**config.mk**
```make
export PLATFORM = sky130hd
export DESIGN_NAME = shift_frame_sequencer
export DESIGN_NICKNAME = d
export VERILOG_FILES = /design/src/rtl/shift_frame_sequencer.sv
export SDC_FILE = /design/constraint.sdc
export NUM_CORES = 1
export LEC_CHECK = 0
export CELL_PAD_IN_SITES_DETAIL_PLACEMENT = 0
export CELL_PAD_IN_SITES_GLOBAL_PLACEMENT = 1
export CORE_MARGIN = 2
export CORE_UTILIZATION = 35
export CTS_BUF_LIST = sky130_fd_sc_hd__clkbuf_4 sky130_fd_sc_hd__clkbuf_8
export DETAILED_ROUTE_END_ITERATION = 12
export PLACE_DENSITY_LB_ADDON = 0.3
export REMOVE_ABC_BUFFERS = 1
export SYNTH_ARGS = -nofsm -noshare
export SYNTH_HDL_FRONTEND = slang
export SYNTH_SLANG_ARGS = --single-unit
```
**constraint.sdc**
```tcl
create_clock -name clock -period 2.4 [get_ports clock]
set_input_delay 0.36 -clock clock [delete_from_list [all_inputs] [get_ports clock]]
set_output_delay 0.36 -clock clock [all_outputs]
set_load 0.01 [all_outputs]
```
**src/rtl/shift_frame_sequencer.sv**
```systemverilog
// shift_frame_sequencer: owns one Shift_Register frame lifecycle (tick, parallel load, shift-out capture, handshakes)
module shift_frame_sequencer #(
  parameter int nrOfBits   = 1,
  parameter int nrOfStages = 8,
  parameter int tickDiv    = 1
) (
  input  logic                           clock,
  input  logic                           reset,
  input  logic                           inValid,
  output logic                           inReady,
  input  logic [nrOfBits*nrOfStages-1:0] inData,
  input  logic [nrOfBits-1:0]            fillBits,
  output logic [nrOfBits*nrOfStages-1:0] srD,
  output logic                           srParLoad,
  output logic                           srShiftEnable,
  output logic                           srTick,
  output logic [nrOfBits-1:0]            srShiftIn,
  input  logic [nrOfBits-1:0]            srShiftOut,
  output logic                           outValid,
  input  logic                           outReady,
  output logic [nrOfBits*nrOfStages-1:0] outData,
  output logic                           busy
);
  localparam int W  = nrOfBits * nrOfStages;
  localparam int TW = tickDiv > 1 ? $clog2(tickDiv) : 1;
  localparam int CW = $clog2(nrOfStages + 1);
  localparam logic [TW-1:0] TC_LAST  = TW'(tickDiv - 1);
  localparam logic [CW-1:0] CNT_LAST = CW'(nrOfStages - 1);

  typedef enum logic [1:0] {IDLE, LOAD, SHIFT, DONE} state_t;

  state_t        r_state;
  logic [TW-1:0] r_tc;
  logic [TW-1:0] w_tc_nxt;
  logic          r_tick;
  logic          r_full;
  logic          r_par_load;
  logic          r_shift_en;
  logic          r_out_valid;
  logic [CW-1:0] r_cnt;
  logic [W-1:0]  r_buf;
  logic [W-1:0]  r_cap;
  logic [W-1:0]  w_shift;
  logic          w_load_go;

  // tick is registered against the next count so it reads 0 while in reset
  assign w_tc_nxt = r_tc == TC_LAST ? '0 : r_tc + 1'b1;

  always_ff @(posedge clock or negedge reset)
    if (!reset) begin
      r_tc   <= '0;
      r_tick <= 1'b0;
    end else begin
      r_tc   <= w_tc_nxt;
      r_tick <= w_tc_nxt == TC_LAST;
    end

  assign w_load_go = r_state == LOAD && r_tick;

  always_ff @(posedge clock or negedge reset)
    if (!reset) begin
      r_full <= 1'b0;
      r_buf  <= '0;
    end else if (inValid && !r_full) begin
      r_full <= 1'b1;
      r_buf  <= inData;
    end else if (w_load_go)
      r_full <= 1'b0;

  // whole-word shift, then each lane's bit 0 is overwritten with its own shiftOut
  always_comb begin
    w_shift = r_cap << 1;
    for (int n = 0; n < nrOfBits; n++) w_shift[n*nrOfStages] = srShiftOut[n];
  end

  always_ff @(posedge clock or negedge reset)
    if (!reset) begin
      r_state     <= IDLE;
      r_par_load  <= 1'b0;
      r_shift_en  <= 1'b0;
      r_out_valid <= 1'b0;
      r_cnt       <= '0;
      r_cap       <= '0;
    end else
      case (r_state)
        IDLE:
          if (r_full) begin
            r_state    <= LOAD;
            r_par_load <= 1'b1;
          end
        LOAD:
          if (r_tick) begin
            r_state    <= SHIFT;
            r_par_load <= 1'b0;
            r_shift_en <= 1'b1;
            r_cnt      <= '0;
          end
        SHIFT:
          if (r_tick) begin
            r_cap <= w_shift;
            r_cnt <= r_cnt + 1'b1;
            if (r_cnt == CNT_LAST) begin
              r_state     <= DONE;
              r_shift_en  <= 1'b0;
              r_out_valid <= 1'b1;
            end
          end
        default:
          if (outReady) begin
            r_state     <= r_full ? LOAD : IDLE;
            r_par_load  <= r_full;
            r_out_valid <= 1'b0;
          end
      endcase

  assign inReady       = !r_full;
  assign srTick        = r_tick;
  assign srParLoad     = r_par_load;
  assign srShiftEnable = r_shift_en;
  assign srD           = r_par_load ? r_buf : '0;
  assign srShiftIn     = r_shift_en ? fillBits : '0;
  assign outValid      = r_out_valid;
  assign outData       = r_cap;
  assign busy          = r_state != IDLE;
endmodule

```
==> metrics <==
outcome complete, no violations; setup TNS 0 ps; top-count cell post-synth dfrtp_1; dpl hpwl approximately 2 mm; FF-to-FF path depth 5; Via density slightly below 5; DRT Wirelength roughly 2.6 mm; crit-path cells inv_1 > ha_1 > inv_1 > clkdlybuf4s50_1; CP peak stage delay about 530 ps; Post-Synth Adder-Cell Area about 5.9%; Clock transition at path regs 150 ps; Post-synth EDFFs 0; simple-gate share of the synthesized area between 10% and 20%; crit end category output port; Die Height around 64 µm; vias in the first global route between 900 and 1000; final hold violation count 0; starting density of the core 37.5%; Post CTS Setup Buffer Count 0; combinational share of power between 50% and 60%; Place WS roughly 470 ps; crit start category register; CTS tree yes; Cell Int Power approximately 1400 µW; CP max FO 5; post-synth cell types 27; Crit-path slowest cell clkdlybuf4s50_1; share of cells above drive strength 1 17.9%; internal reg-to-reg setup slack around 460 ps; compound-cell area share of the yosys netlist a little under a tenth; share of Yosys cell area claimed by the top area cell type a little over half; Post-Synth XOR/XNOR Area 0%; routed len/inst about 13 µm; sw frac a little over a third; Layout area overhead 35.5%; number of CTS-inserted buffers 3; GRT Total Usage 13.4%; crit path kind register to output port; Most used DFF post-synth dfrtp_1; Leakage 0.000745 µW; CTS Hold Buffers Added 0; Cell Pwr Density between 1000 and 1500 nW/µm²; chip width around 64 µm; hold_ws 389 ps; FF/Latch Area a little under 700 µm²; CTS root buf clkbuf_4; Rows 21; Syn Std Cell Area approximately 1300 µm²; register area share after synthesis ~53%; count of input and output buffers 36; fmax 466 MHz; routability cong. roughly 0.80; Vias 930; grt total ovfl 0; area of the core roughly 3400 µm²; Async S/R FF share, synth 100%; clock skew roughly 3.2 ps; clock sinks 27; # diodes 0; Placed Cells 187; Mapped Cells approximately 110; nets 166; First-pass DRT Iterations 4; Syn Area/Cell 12.2 µm²; commonest cells in the netlist 27 x dfrtp_1, 17 x mux2_2, 9 x and2_1, 7 x inv_1; Setup WS post-layout about 260 ps; Synth Warn # 0; min-delay worst type input pin to asynchronous set/reset pin; DIE AREA around 4200 µm²; Max Slew Vio Count 0; area leader, netlist dfrtp_1; clock group share of total power 9.2%; area of the multi-input gates 569 µm²; IO Count 37; VDD IR max between 400 and 500 µV; antenna viol nets, final 0; FF-to-FF Start r_state[0]; multiplexer share of the synthesized area 18.1%; final setup fails 0; first-pass GRT wire length between 4 and 5 mm; largest family of logic cells by synthesized area multiplexers; max cap viols 0; final non-filler cell total about 190; Flop pwr share around 38%; CP most frequent cell inv_1; DR iter-0 viols 16; Worst EP required roughly 2000 ps; Skew-Pair Late Insertion Delay 320 ps; DR DRC count 0; Tcrit/Tclk final 89.3%; fillers approximately 310; largest net degree at the start of global routing 28; RSZ-0062 raised after global routing false; arrival time at the worst endpoint roughly 1800 ps; #FFs+latches synth 27; NetSw around 770 µW; initial antenna violation count 0; final core utilization between 50% and 60%; cts repair resizes 0; clock buffer depth 2; H-Tree Depth 1; Area contributors post-synth dfrtp_1 53%, mux2_2 15%, ha_1 5.9%; RR Endpoint r_state[0]; min cycle time layout 2140 ps
==> sequential cells by signal (all words and copies together), names as in the netlist <==
| register | flops |
|---|---|
| outData | 8 |
| outValid | 1 |
| r_buf | 8 |
| r_cnt | 4 |
| r_full | 1 |
| r_state | 2 |
| srParLoad | 1 |
| srShiftEnable | 1 |
| srTick | 1 |
==> worst max-delay path, delay by kind of cell (launching register included) <==
family / cells / cell delay (ps)
fa+ha+maj: 1 / 260
buf+inv: 3 / 750
flops: 1 / 450
==> layout by cell type (no fill, tap or decap) <==
cell	netlist	final
mux2i_1	1	1
inv_1	7	7
and2_1	9	9
clkdlybuf4s50_1	0	36
nand3b_1	1	1
clkbuf_4	0	3
a32o_1	1	1
nor3_1	1	1
dfrtp_1	27	27
conb_1	1	1
mux2_4	2	2
a21oi_1	3	3
buf_4	0	2
nand2b_1	1	1
mux2_2	17	17
ha_1	6	6
a22oi_1	1	1
nor2_1	1	1
nand3_1	3	3
clkinvlp_4	0	1
nand4_1	1	1
o21ai_0	6	6
o2111ai_2	1	1
a31oi_1	1	1
o2111ai_1	2	2
or4_1	2	2
nor2b_1	1	1
nand2_1	5	5
a22o_1	2	2
==> routing by layer <==
layer	global-route usage (%)	wire [µm]
met3	2.78	130
met2	23.8	1280
met4	3.99	13
met5	0	0
met1	16.2	1130
==> worst max path at each step <==
stage          startpoint          to  slack [ps]  cells after the start
2_1_floorplan  r_state[0]  r_state[0]         590                      5
3_3_place_gp   r_state[0]  r_state[1]         530                      5
3_5_place_dp   r_state[0]  r_state[0]         470                      5
4_1_cts        r_state[0]        busy         230                      4
5_1_grt        r_state[0]        busy         120                      4
6_report       r_state[0]        busy         260                      4
==> stage by stage <==
stage | total power, µW | instance area (µm²)
after floorplan | 1490 | 1270
after global placement | 1980 | 1700
after detailed placement | 2030 | 1700
after CTS | 2230 | 1730
after global routing | 2380 | 1730
final | 2200 | 1730
==> power by group through the flow <==
| stage | clock network, µW | logic (µW) | registers (µW) |
|---|---|---|---|
| final | 202 | 1170 | 833 |
| after global routing | 233 | 1270 | 874 |
| after CTS | 210 | 1180 | 837 |
| after detailed placement | 0 | 1180 | 849 |
| after global placement | 0 | 1150 | 832 |
| after floorplan | 0 | 642 | 843 |
==> cell families (layout without fill, tap and decap cells) <==
logic type | Yosys count | count (layout)
other | 1 | 1
buffers and inverters | 9 | 49
adder cells (fa/ha/maj) | 6 | 6
AO/OA/AOI/OAI | 17 | 17
multiplexers | 20 | 20
flip-flops | 27 | 27
AND/OR/NAND/NOR | 25 | 25
==> layout make-up <==
type                       count  area share [%]
sequential                    27            39.0
multi-input combinational     69            32.8
timing repair buffer          38            21.6
tap                           46            3.32
inverter                       7            1.52
clock buffer                   3            1.30
clock inverter                 1           0.433
(Power assumes the default switching activity.)
